File: config.mk
export PLATFORM = sky130hd
export DESIGN_NAME = xmpl_dsp_seq
export DESIGN_NICKNAME = d
export VERILOG_FILES = /design/src/rtl/xmpl_dsp_seq_pkg.sv /design/src/rtl/xmpl_dsp_seq_timer.sv /design/src/rtl/xmpl_dsp_seq.sv
export SDC_FILE = /design/constraint.sdc
export NUM_CORES = 1
export LEC_CHECK = 0
export BUFFER_PORTS_ARGS = -buffer_cell sky130_fd_sc_hd__buf_2
export CORE_ASPECT_RATIO = 1.5
export CORE_MARGIN = 10
export CORE_UTILIZATION = 59
export CTS_BUF_LIST = sky130_fd_sc_hd__clkbuf_4
export DETAILED_ROUTE_END_ITERATION = 16
export PLACE_DENSITY = 0.82
export SLEW_MARGIN = 10
export SYNTH_ARGS = -nofsm -noshare
export SYNTH_HDL_FRONTEND = slang
export SYNTH_HIERARCHICAL = 1
export SYNTH_SLANG_ARGS = --single-unit
File: constraint.sdc
create_clock -name clk_i -period 3.44 [get_ports clk_i]
set_input_delay 0.344 -clock clk_i [delete_from_list [all_inputs] [get_ports clk_i]]
set_output_delay 0.344 -clock clk_i [all_outputs]
set_load 0.02 [all_outputs]
File: src/rtl/xmpl_dsp_seq_pkg.sv
// Shared types for the xmpl DSP chain sequencer.
// State encoding and the mask scan helper used for stage ordering.
package xmpl_dsp_seq_pkg;

    localparam int MAX_STAGES = 16;

    localparam logic [1:0] ST_IDLE = 2'd0;
    localparam logic [1:0] ST_RUN  = 2'd1;
    localparam logic [1:0] ST_DONE = 2'd2;
    localparam logic [1:0] ST_ERR  = 2'd3;

    typedef enum logic [1:0] {
        S_IDLE = ST_IDLE,
        S_RUN  = ST_RUN,
        S_DONE = ST_DONE,
        S_ERR  = ST_ERR
    } seq_state_t;

    typedef struct packed {
        logic       valid;
        logic [3:0] idx;
    } next_bit_t;

    // Lowest set bit of mask at or above position from.
    function automatic next_bit_t next_set_bit(
        input logic [15:0] mask,
        input logic [4:0]  from
    );
        next_bit_t r;
        r = '0;
        for (int i = MAX_STAGES - 1; i >= 0; i--) begin
            if (mask[i] && (i >= int'(from))) begin
                r.valid = 1'b1;
                r.idx   = 4'(i);
            end
        end
        return r;
    endfunction

endpackage

File: src/rtl/xmpl_dsp_seq_timer.sv
// Per-stage cycle counter with limit compare.
// A zero limit never expires.
module xmpl_dsp_seq_timer #(
    parameter int W = 16
) (
    input  logic         clk_i,
    input  logic         reset_n_i,
    input  logic         clr_i,
    input  logic         en_i,
    input  logic [W-1:0] limit_i,
    output logic         expire_o
);

    logic [W-1:0] cnt_q;

    always_ff @(posedge clk_i) begin
        if (!reset_n_i) begin
            cnt_q <= '0;
        end else if (clr_i) begin
            cnt_q <= '0;
        end else if (en_i) begin
            cnt_q <= cnt_q + 1'b1;
        end
    end

    // Fires on the cycle whose edge completes the limit-th stage cycle.
    assign expire_o = (limit_i != '0) && (cnt_q == limit_i - 1'b1);

endmodule

File: src/rtl/xmpl_dsp_seq.sv
// Sequencer for the xmpl DSP chain: runs masked stages in index order,
// with per-stage timeout, single-shot/continuous frames and a frame counter.
module xmpl_dsp_seq
    import xmpl_dsp_seq_pkg::*;
#(
    parameter int N_STAGES  = 3,
    parameter int TIMEOUT_W = 16,
    parameter int FRAME_W   = 16,
    localparam int IDX_W    = (N_STAGES > 1) ? $clog2(N_STAGES) : 1
) (
    input  logic                 clk_i,
    input  logic                 reset_n_i,
    input  logic                 en_xmpl_dsp_seq_i,
    input  logic                 mode_i,
    input  logic [N_STAGES-1:0]  stage_mask_i,
    input  logic [TIMEOUT_W-1:0] timeout_i,
    input  logic [N_STAGES-1:0]  stage_status_i,
    output logic [N_STAGES-1:0]  stage_en_o,
    output logic                 busy_o,
    output logic                 done_o,
    output logic                 err_o,
    output logic [IDX_W-1:0]     err_stage_o,
    output logic [FRAME_W-1:0]   frame_cnt_o,
    output logic [1:0]           seq_state_o
);

    seq_state_t           state_q, state_d;
    logic [N_STAGES-1:0]  mask_q, mask_d;
    logic                 mode_q, mode_d;
    logic [TIMEOUT_W-1:0] tmo_q, tmo_d;
    logic [IDX_W-1:0]     cur_q, cur_d;
    logic [IDX_W-1:0]     err_stage_q, err_stage_d;
    logic [FRAME_W-1:0]   frame_q, frame_d;
    logic                 armed_q, armed_d;
    logic [N_STAGES-1:0]  stage_en_d;
    logic                 done_d;
    logic                 tmr_clr;
    logic                 tmr_en;
    logic                 expire;
    next_bit_t            nb;
    logic                 en;

    assign en = en_xmpl_dsp_seq_i;

    xmpl_dsp_seq_timer #(
        .W(TIMEOUT_W)
    ) u_timer (
        .clk_i    (clk_i),
        .reset_n_i(reset_n_i),
        .clr_i    (tmr_clr),
        .en_i     (tmr_en),
        .limit_i  (tmo_q),
        .expire_o (expire)
    );

    always_comb begin
        state_d     = state_q;
        mask_d      = mask_q;
        mode_d      = mode_q;
        tmo_d       = tmo_q;
        cur_d       = cur_q;
        err_stage_d = err_stage_q;
        frame_d     = frame_q;
        armed_d     = armed_q;
        done_d      = 1'b0;
        tmr_clr     = 1'b0;
        tmr_en      = 1'b0;
        nb          = '0;

        unique case (state_q)
            S_IDLE: begin
                if (en && armed_q) begin
                    mask_d      = stage_mask_i;
                    mode_d      = mode_i;
                    tmo_d       = timeout_i;
                    err_stage_d = '0;
                    tmr_clr     = 1'b1;
                    nb = next_set_bit(16'(stage_mask_i), 5'd0);
                    if (nb.valid) begin
                        cur_d   = nb.idx[IDX_W-1:0];
                        state_d = S_RUN;
                    end else begin
                        done_d  = 1'b1;
                        frame_d = frame_q + 1'b1;
                        state_d = S_DONE;
                    end
                    if (!mode_i) begin
                        armed_d = 1'b0;
                    end
                end
            end
            S_RUN: begin
                tmr_en = 1'b1;
                // Abort beats stage done, which beats timeout.
                if (!en) begin
                    state_d = S_IDLE;
                end else if (stage_status_i[cur_q]) begin
                    nb = next_set_bit(16'(mask_q), 5'(cur_q) + 5'd1);
                    if (nb.valid) begin
                        cur_d   = nb.idx[IDX_W-1:0];
                        tmr_clr = 1'b1;
                    end else begin
                        done_d  = 1'b1;
                        frame_d = frame_q + 1'b1;
                        state_d = S_DONE;
                    end
                end else if (expire) begin
                    err_stage_d = cur_q;
                    state_d     = S_ERR;
                end
            end
            S_DONE: begin
                state_d = S_IDLE;
            end
            S_ERR: begin
                if (!en) begin
                    state_d = S_IDLE;
                end
            end
            default: begin
                state_d = S_IDLE;
            end
        endcase

        if (!en) begin
            armed_d = 1'b1;
        end

        for (int k = 0; k < N_STAGES; k++) begin
            stage_en_d[k] = (state_d == S_RUN) && (cur_d == IDX_W'(k));
        end
    end

    always_ff @(posedge clk_i) begin
        if (!reset_n_i) begin
            state_q     <= S_IDLE;
            mask_q      <= '0;
            mode_q      <= 1'b0;
            tmo_q       <= '0;
            cur_q       <= '0;
            err_stage_q <= '0;
            frame_q     <= '0;
            armed_q     <= 1'b1;
            stage_en_o  <= '0;
            busy_o      <= 1'b0;
            done_o      <= 1'b0;
            err_o       <= 1'b0;
        end else begin
            state_q     <= state_d;
            mask_q      <= mask_d;
            mode_q      <= mode_d;
            tmo_q       <= tmo_d;
            cur_q       <= cur_d;
            err_stage_q <= err_stage_d;
            frame_q     <= frame_d;
            armed_q     <= armed_d;
            stage_en_o  <= stage_en_d;
            busy_o      <= (state_d == S_RUN);
            done_o      <= done_d;
            err_o       <= (state_d == S_ERR);
        end
    end

    assign err_stage_o = err_stage_q;
    assign frame_cnt_o = frame_q;
    assign seq_state_o = state_q;

endmodule
==> results by group, run 1 <==
Detailed routing
  – TritonRoute pass-1 iters: 4
  – Wire per inst: approximately 16 um
  – Post-DRT Antenna Nets: 0
  – Via-to-Cell Ratio: a little under 6
  – DRC errors left: 0
  – Final WL: between 8000 and 9000 um
  – Initial drt markers: 184
  – Total number of vias: just over 3,000

Logic synthesis
  – Syn Inst Count: 400
  – Synth top area cells: dfxtp_1, nand2_1, a21oi_1, xnor2_1, xor2_1
  – Mapped cell area: approximately 3300 um^2
  – Post-synth cell types: 61
  – Seq/Total Area, Yosys: 0.381
  – Async set or reset register ratio after synthesis: 0
  – Synth top area share: 0.381
  – Yosys warns: 6
  – Syn Nets: 430
  – Post-synth EDFFs: 0
  – Ys flop type: dfxtp_1
  – Register bit count reported by yosys: between 60 and 70
  – Syn_area_per_cell: ~8.3 um^2
  – Post-synth top area cell: dfxtp_1

Timing
  – Final Setup Violations: 0
  – Slew @ Worst Pin: between 0.9 and 1 ns
  – RSZ-0062 raised after global routing: no
  – Worst Skew: about 0.011 ns
  – FMAX: 0.330 GHz
  – Setup_tns: 0 ns
  – Max_slew headroom: 0.370
  – Fin crit share: 0.881
  – Slew Limit Fails: 0
  – Fin. Hold Viols: 0
  – Setup ws final: approximately 0.41 ns
  – Fin crit period: a little over 3 ns

Clock network
  – CTS HTree Levels: 3
  – CTS Hold Buffers Added: 0
  – Clock Tree Buf Depth: 2
  – Worst-Skew Late Latency: between 0.4 and 0.5 ns
  – Post-cts resize count: 0
  – Num CTS Buffers: 9
  – Clk sink count: between 60 and 70
  – TritonCTS clock tree: built
  – Clock input transition at the sequential cells of the worst setup and hold paths: 0.11 ns
  – Post-CTS setup buffer count: 0
  – Root Driver: clkbuf_4

Cells and area
  – Synthesis-to-finish area growth: 13.9%
  – Diodes inserted: 0
  – # nets final: 478
  – Fillcell total: about 480
  – Final core occ: 0.692
  – Final std cells w/o fill: ~520
  – Share of layout cells above drive strength 1: 0.183
  – Register area: about 1300 um^2
  – Multi-input gate area: between 1500 and 2000 um^2

Outcome
  – Status: complete, no violations

Power
  – Worst vdd ir: approximately 0.00027 V
  – Pwr Density: approximately 440 nW/um^2
  – Leak pwr: roughly 1.4 nW

Floorplan
  – Initial Utilization: 0.608
  – I/O Pins: between 50 and 60
  – Chip width: approximately 80 um
  – Core box area: roughly 5500 um^2
  – Die area: 9070 um^2
  – Die Span Y: 112 um
  – FP Rows: 33

Setup path
  – Worst Path Required: approximately 3.8 ns
  – Crit path kind: reg2reg
  – Worst-path fanout max: 5
  – CP startpoint kind: flop
  – CP arrival: 3.35 ns
  – Crit end category: flop

Place
  – Port Buffer Count: around 50
  – Hpwl dp: around 6300 um
  – Routability Congestion: approximately 0.95
  – Post-Place Worst Slack: about 0.45 ns
  – Placed insts: between 500 and 600

Global route
  – Gr usage total: 0.197
  – Initial antenna violation count: 0
  – Largest net degree at the start of global routing: 37
  – Vias in the first global route: ~3,100
  – Global-route wire length before repair: approximately 14,000 um
  – Grt ovf: 0

Worst hold path
  – Worst Hold Class: in2reg

Job
  – Maxcap violations: 0
-- layer usage --
layer,wire length (um),global-route usage
met1,3230,0.202
met4,372,0.124
met5,0,0
met2,4540,0.337
met3,439,0.0564
-- Yosys cell counts (4+ instances only) --
cell and instances:
nor2b_1 6, nor2_1 36, nand2b_1 5, nand3_1 11
or3_1 14, inv_1 15, dfxtp_1 63, nand4_1 9
nor3_1 4, a21oi_1 36, nand2_1 53, o22ai_1 4
xnor2_1 20, o21ai_0 13, nor3b_1 5, and2_1 6
ha_1 4, xor2_1 17, mux2i_1 6, clkbuf_1 14
-- layout by cell type (no fill, tap or decap), types with 11 or more instances in the layout --
master and n:
nand3_1 11, nor2_1 36, inv_1 15, a21oi_1 36, buf_2 51, xor2_1 17
nand2_1 53, dfxtp_1 63, clkbuf_4 11, xnor2_1 20, or3_1 14, o21ai_0 13
-- state kept, by name, summed over array words and instances, names as in the netlist --
signal	cells
busy_o	1
stage_en_o	3
frame_cnt_o	16
mask_q	2
cur_q	2
tmo_q	16
err_o	1
seq_state_o	2
err_stage_o	2
armed_q	1
done_o	1
u_timer/cnt_q	16
-- stage by stage --
step                hold slack, ns  cell area, um^2  total power [mW]
floorplan                    0.416             3310              1.00
global placement             0.460             3610              1.07
detailed placement           0.474             3610              1.08
CTS                          0.124             3770              1.67
global route                 0.119             3770              1.74
finish                       0.141             3770              1.67
-- area by class of cell --
class / instances / share of cell area
flip-flops and latches: 63 / 0.334
well taps: 70 / 0.0232
inverters: 15 / 0.0149
clock buffers: 11 / 0.0219
clock inverters: 5 / 0.0219
repair buffers: 54 / 0.0736
multi-input cells: 305 / 0.510
-- logic make-up (layout without fill, tap and decap cells) --
group                      Yosys count  count (layout)  synth area share
AOI/OAI and AO/OA                   79              79             0.156
adders and majority gates            4               4            0.0151
xor gates and xnor gates            37              37            0.0978
buffers and inverters               32              85            0.0393
and+or+nand+nor                    179             179             0.293
muxes                                6               6            0.0181
DFF                                 63              63             0.381
-- report_power, final --
part | switching, mW | internal [mW]
Sequential | 0.0375 | 0.754
Combinational | 0.163 | 0.117
Clock | 0.284 | 0.312
Total | 0.484 | 1.18
-- critical path, cell delays in order, from the launching register on --
cell	delay, ns
dfxtp_1	0.41
inv_1	0.09
ha_1	0.32
xnor2_1	0.13
a2111oi_0	0.34
nand3_1	0.13
a311o_1	0.34
nor4_2	0.34
o2111ai_1	0.16
a21boi_0	0.37
mux2i_1	0.24
nor2_1	0.05
-- worst paths after layout --
| path | slack (ns) | cells after the start | from | to |
|---|---|---|---|---|
| hold / removal | 0.14 | 3 | timeout_i[6] | tmo_q[6]$_SDFFE_PN0P_ |
| hold reg to reg | 0.49 | 2 | tmo_q[1]$_SDFFE_PN0P_ | tmo_q[1]$_SDFFE_PN0P_ |
| setup / recovery | 0.41 | 11 | tmo_q[0]$_SDFFE_PN0P_ | err_stage_o[1]$_SDFFE_PN0P_ |
| setup reg to reg | 0.41 | 11 | tmo_q[0]$_SDFFE_PN0P_ | err_stage_o[1]$_SDFFE_PN0P_ |
No activity file was read; power rests on OpenSTA's default activity.
==> run 2: changes to the inputs <==
CORE_UTILIZATION = 35   (was 59)
GPL_TIMING_DRIVEN = 0   (was default)
PLACE_DENSITY = 0.53   (was 0.82)
==> run 2 against run 1 <==
  * Setup slack got worse by 0.12 ns
  * Maximum frequency fell by 3.7%
  * Combinational power rose by 4%
  * Critical path type unchanged
  * Largest cell class unchanged
  * Highest routed layer unchanged
==> results by group, run 2 (synthesis gave the netlist of run 1 again) <==
Timing
  – Setup_tns: 0 ns
  – Worst Skew: 0.0132 ns
  – Slew @ Worst Pin: 0.555 ns
  – Fin crit share: 0.915
  – FMAX: approximately 0.32 GHz
  – Final Setup Violations: 0
  – Fin. Hold Viols: 0
  – Fin crit period: 3.15 ns
  – RSZ-0062 raised after global routing: no
  – Setup ws final: between 0.2 and 0.3 ns
  – Slew Limit Fails: 0
  – Max_slew headroom: 0.630

Global route
  – Initial antenna violation count: 0
  – Largest net degree at the start of global routing: 11
  – Vias in the first global route: ~3,100
  – Gr usage total: 0.131
  – Grt ovf: 0
  – Global-route wire length before repair: ~15,000 um

Power
  – Reg power frac: 0.499
  – Comb pwr share: 0.184
  – Clock power share: 0.317
  – Pwr Density: just over 400 nW/um^2
  – Power Internal: about 1.1 mW
  – Leak pwr: 1.45 nW
  – Total power: about 1.6 mW
  – Switching part of the total: 0.298
  – Worst vdd ir: a little under 0.0002 V
  – Net switching power: approximately 0.47 mW

Detailed routing
  – TritonRoute pass-1 iters: 4
  – DRC errors left: 0
  – Post-DRT Antenna Nets: 0
  – Initial drt markers: 105
  – Final WL: 8900 um
  – Via-to-Cell Ratio: about 5.2
  – Total number of vias: between 3,000 and 4,000
  – Wire per inst: approximately 15 um

Cells and area
  – Share of layout cells above drive strength 1: 0.173
  – Final core occ: 0.415
  – Cell area after layout: roughly 3800 um^2
  – Most frequent cells in the layout: dfxtp_1, nand2_1, buf_2
  – Synthesis-to-finish area growth: 15.9%
  – # nets final: approximately 490
  – Commonest non-fill, non-tap cell in the layout: dfxtp_1
  – Diodes inserted: 0

Worst hold path
  – Worst Hold Class: in2reg
  – Min-Delay Endpoint: tmo_q[3]$_SDFFE_PN0P_
  – Min-Delay Path Depth: 3
  – HP Start: timeout_i[3]

Place
  – Placed inst area: around 3700 um^2
  – Port Buffer Count: just over 50
  – Post-Place Worst Slack: 0.152 ns
  – Routability Congestion: ~0.84
  – Hpwl dp: between 7000 and 8000 um

Clock network
  – Num CTS Buffers: 9
  – Clk sink count: 63
  – CTS HTree Levels: 3
  – Post-CTS setup buffer count: 0
  – TritonCTS clock tree: built
  – Post-cts resize count: 0
  – CTS Hold Buffers Added: 0
  – Clock Tree Buf Depth: 2
  – Root Driver: clkbuf_4
  – Worst-Skew Late Latency: between 0.4 and 0.5 ns
  – Clock input transition at the sequential cells of the worst setup and hold paths: ~0.11 ns

Job
  – Maxcap violations: 0

Floorplan
  – I/O Pins: 52
  – FP Rows: 43
  – Die area: 13,800 um^2
  – Chip width: 99.4 um
  – Core box area: roughly 9300 um^2
  – Die Span Y: roughly 140 um
  – Initial Utilization: 0.358

Setup path
  – Worst Path Required: ~3.7 ns
  – Crit path from: tmo_q[0]$_SDFFE_PN0P_
  – Reg-to-reg critical path startpoint: tmo_q[0]$_SDFFE_PN0P_
  – Crit end category: flop
  – Reg2Reg Depth: 11
  – Crit path kind: reg2reg
  – R2R Setup Slk: ~0.3 ns
  – CP startpoint kind: flop
  – CP arrival: roughly 3.5 ns
  – Reg2reg end: err_stage_o[0]$_SDFFE_PN0P_
  – Worst-path fanout max: 8

Outcome
  – Status: complete, no violations
[run 2: per-stage QoR]
step,hold slack (ns),cells
6_report,0.150,579
5_1_grt,0.146,579
4_1_cts,0.126,579
3_5_place_dp,0.473,563
3_3_place_gp,0.463,563
2_1_floorplan,0.416,400
[run 2: worst max path at each step]
stage / endpoint / slack (ns)
floorplan: err_stage_o[0]$_SDFFE_PN0P_ / 0.70
global placement: err_stage_o[0]$_SDFFE_PN0P_ / 0.15
detailed placement: err_stage_o[0]$_SDFFE_PN0P_ / 0.15
CTS: err_stage_o[0]$_SDFFE_PN0P_ / 0.15
global route: err_stage_o[1]$_SDFFE_PN0P_ / 0.004
finish: err_stage_o[0]$_SDFFE_PN0P_ / 0.29
[run 2: power by group through the flow]
| stage | logic (mW) | clock network [mW] | registers (mW) |
|---|---|---|---|
| global placement | 0.285 | 0 | 0.803 |
| global route | 0.320 | 0.547 | 0.792 |
| CTS | 0.291 | 0.521 | 0.787 |
| floorplan | 0.200 | 0 | 0.803 |
| detailed placement | 0.290 | 0 | 0.804 |
| finish | 0.290 | 0.500 | 0.787 |
[run 2: layout make-up]
class,instances,area [um^2]
flip-flops and latches,63,1260
inverters,15,56.3
plain buffers,17,73.8
clock buffers,11,82.6
multi-input cells,305,1920
fillers,984,5420
clock inverters,5,48.8
well taps,112,140
repair buffers,51,255
[run 2: critical path, stage by stage (launching register included)]
cell       delay (ns)
dfxtp_1          0.36
inv_1            0.10
ha_1             0.32
a31oi_1          0.13
a2111oi_0        0.43
nand3_1          0.13
a311o_1          0.35
nor4_2           0.36
o2111ai_1        0.19
a21boi_1         0.38
mux2i_1          0.23
nor2_1           0.05
[run 2: per-layer routing]
metal,track usage,wire [um],vias to the layer above
li1,-,-,1541
met1,0.131,3500,1401
met2,0.239,4730,62
met3,0.0359,363,21
met4,0.0636,293,0
met5,0,0,-
==> run 3: changes to the inputs <==
CORE_UTILIZATION = 50   (was 35)
PLACE_DENSITY = 0.71   (was 0.53)
==> run 3 against run 2 <==
  * Via count is 0.89% higher
  * Design area is 1.3% lower
  * Non-clock buffer count stayed put
  * Die area is 25% lower
  * Sequential power hardly changed
  * Clock skew is 0.0012 ns higher
  * Total power is 1.1% lower
  * Setup slack better by 0.11 ns
  * Critical path type unchanged
  * Critical endpoint is now err_stage_o[1]$_SDFFE_PN0P_
  * Largest power group unchanged
  * Highest routed layer unchanged
==> results by group, run 3 (synthesis gave the netlist of run 1 again) <==
Outcome
  – Status: complete, no violations

Setup path
  – CP Buf/Inv Count: 1
  – Worst-path fanout max: 8
  – Crit end category: flop
  – CP arrival: around 3.3 ns
  – Slowest cell delay on critical path: approximately 0.4 ns
  – Slowest cell on crit path: or3_1
  – Crit path kind: reg2reg
  – CP cell instances: inv_1 > ha_1 > nor2b_1 > nand4_1 > or3_1 > a21oi_1 > o22ai_1 > nor4_2 > o2111ai_1 > a21boi_1 > mux2i_1 > nor2_1
  – Worst Path Required: around 3.7 ns
  – CP startpoint kind: flop
  – Top delay family on crit path: simple AND/OR/NAND/NOR gates

Worst hold path
  – Worst Hold Class: in2reg

Clock network
  – TritonCTS clock tree: built
  – CTS HTree Levels: 3
  – Clock input transition at the sequential cells of the worst setup and hold paths: around 0.11 ns
  – CTS Hold Buffers Added: 0
  – Worst-Skew Late Latency: ~0.41 ns
  – Num CTS Buffers: 9
  – Root Driver: clkbuf_4
  – Clk sink count: 63
  – Clock Tree Buf Depth: 2
  – Post-CTS setup buffer count: 0
  – Post-cts resize count: 0

Cells and area
  – Synthesis-to-finish area growth: 14.4%
  – # nets final: 492
  – Diodes inserted: 0
  – Commonest non-fill, non-tap cell in the layout: dfxtp_1
  – Share of layout cells above drive strength 1: 0.174
  – Final std cells w/o fill: between 500 and 600
  – Most frequent cells in the layout: dfxtp_1, nand2_1, buf_2

Power
  – Pwr Density: between 400 and 500 nW/um^2
  – Leak pwr: about 1.4 nW
  – Worst vdd ir: around 0.00024 V

Global route
  – Global-route wire length before repair: around 14,000 um
  – Grt ovf: 0
  – GR peak layer: met2
  – Largest net degree at the start of global routing: 11
  – Global-route met3 utilization: 0.0467
  – Vias in the first global route: slightly above 3,000
  – Met1 usage: 0.176
  – Met2 GRT Util: 0.300
  – Initial antenna violation count: 0
  – Gr usage total: 0.167

Detailed routing
  – Via-to-Cell Ratio: about 5.6
  – Post-DRT Antenna Nets: 0
  – DRC errors left: 0
  – Wire per inst: 15.6 um
  – Final WL: roughly 8500 um
  – TritonRoute pass-1 iters: 4
  – Total number of vias: ~3,100
  – Initial drt markers: 125

Timing
  – Final Setup Violations: 0
  – Fin. Hold Viols: 0
  – Fin crit period: 3.03 ns
  – FMAX: 0.330 GHz
  – Setup_tns: 0 ns
  – Max_slew headroom: 0.592
  – Fin crit share: 0.882
  – Slew Limit Fails: 0
  – Slew @ Worst Pin: between 0.6 and 0.7 ns
  – RSZ-0062 raised after global routing: no
  – Worst Skew: about 0.014 ns

Floorplan
  – Initial Utilization: 0.511
  – FP Rows: 36
  – Chip width: approximately 86 um
  – I/O Pins: 52
  – Die area: roughly 10,000 um^2
  – Die Span Y: 120 um
  – Core box area: 6490 um^2

Place
  – Port Buffer Count: just over 50
  – Routability Congestion: approximately 0.87
  – Hpwl dp: 6550 um
  – Placed insts: approximately 530

Job
  – Maxcap violations: 0
-- run 3: changes by cell type in the layout (fill, tap and decap cells not counted) --
cell	previous run	this run
clkinv_1	1	0
clkbuf_4	11	10
clkinv_2	3	4
-- run 3: worst register-to-register path: stages (launching register included) --
cell       delay (ns)
dfxtp_1          0.37
inv_1            0.10
ha_1             0.30
nor2b_1          0.19
nand4_1          0.18
or3_1            0.39
a21oi_1          0.16
o22ai_1          0.12
nor4_2           0.33
o2111ai_1        0.17
a21boi_1         0.34
mux2i_1          0.23
nor2_1           0.05
-- run 3: metal layers --
layer / up-vias / share of wire
li1: 1538 / -
met1: 1438 / 0.41
met2: 58 / 0.53
met3: 18 / 0.037
met4: 0 / 0.026
met5: - / 0
-- run 3: power by group --
group / switching (mW) / total (mW) / internal, mW
combinational: 0.167 / 0.287 / 0.120
clock: 0.265 / 0.486 / 0.221
sequential: 0.0331 / 0.787 / 0.754
total: 0.465 / 1.56 / 1.09
-- run 3: per-stage QoR --
step	power, mW	area [um^2]	hold slack, ns	utilization	setup WS [ns]
4_1_cts	1.57	3790	0.123	0.584	0.243
6_report	1.56	3790	0.156	0.584	0.405
2_1_floorplan	1.00	3310	0.416	-	0.698
3_3_place_gp	1.08	3660	0.462	0.565	0.290
5_1_grt	1.64	3790	0.135	0.584	0.0956
3_5_place_dp	1.09	3660	0.474	0.565	0.261
-- run 3: final cells by class --
type / instances / area [um^2]
Buffer: 17 / 73.8
Clock buffer: 10 / 75.1
Clock inverter: 5 / 50.0
Fill cell: 649 / 2700
Inverter: 15 / 56.3
Multi-Input combinational cell: 305 / 1920
Sequential cell: 63 / 1260
Tap cell: 76 / 95.1
Timing Repair Buffer: 51 / 255
-- run 3: path summary, 6_finish.rpt --
| kind | startpoint | endpoint | slack (ns) | depth (start not counted) |
|---|---|---|---|---|
| setup / recovery | tmo_q[0]$_SDFFE_PN0P_ | err_stage_o[1]$_SDFFE_PN0P_ | 0.41 | 12 |
| hold / removal | timeout_i[14] | tmo_q[14]$_SDFFE_PN0P_ | 0.16 | 3 |
| setup reg to reg | tmo_q[0]$_SDFFE_PN0P_ | err_stage_o[1]$_SDFFE_PN0P_ | 0.41 | 12 |
| hold reg to reg | frame_cnt_o[15]$_SDFFE_PN0P_ | frame_cnt_o[15]$_SDFFE_PN0P_ | 0.49 | 2 |
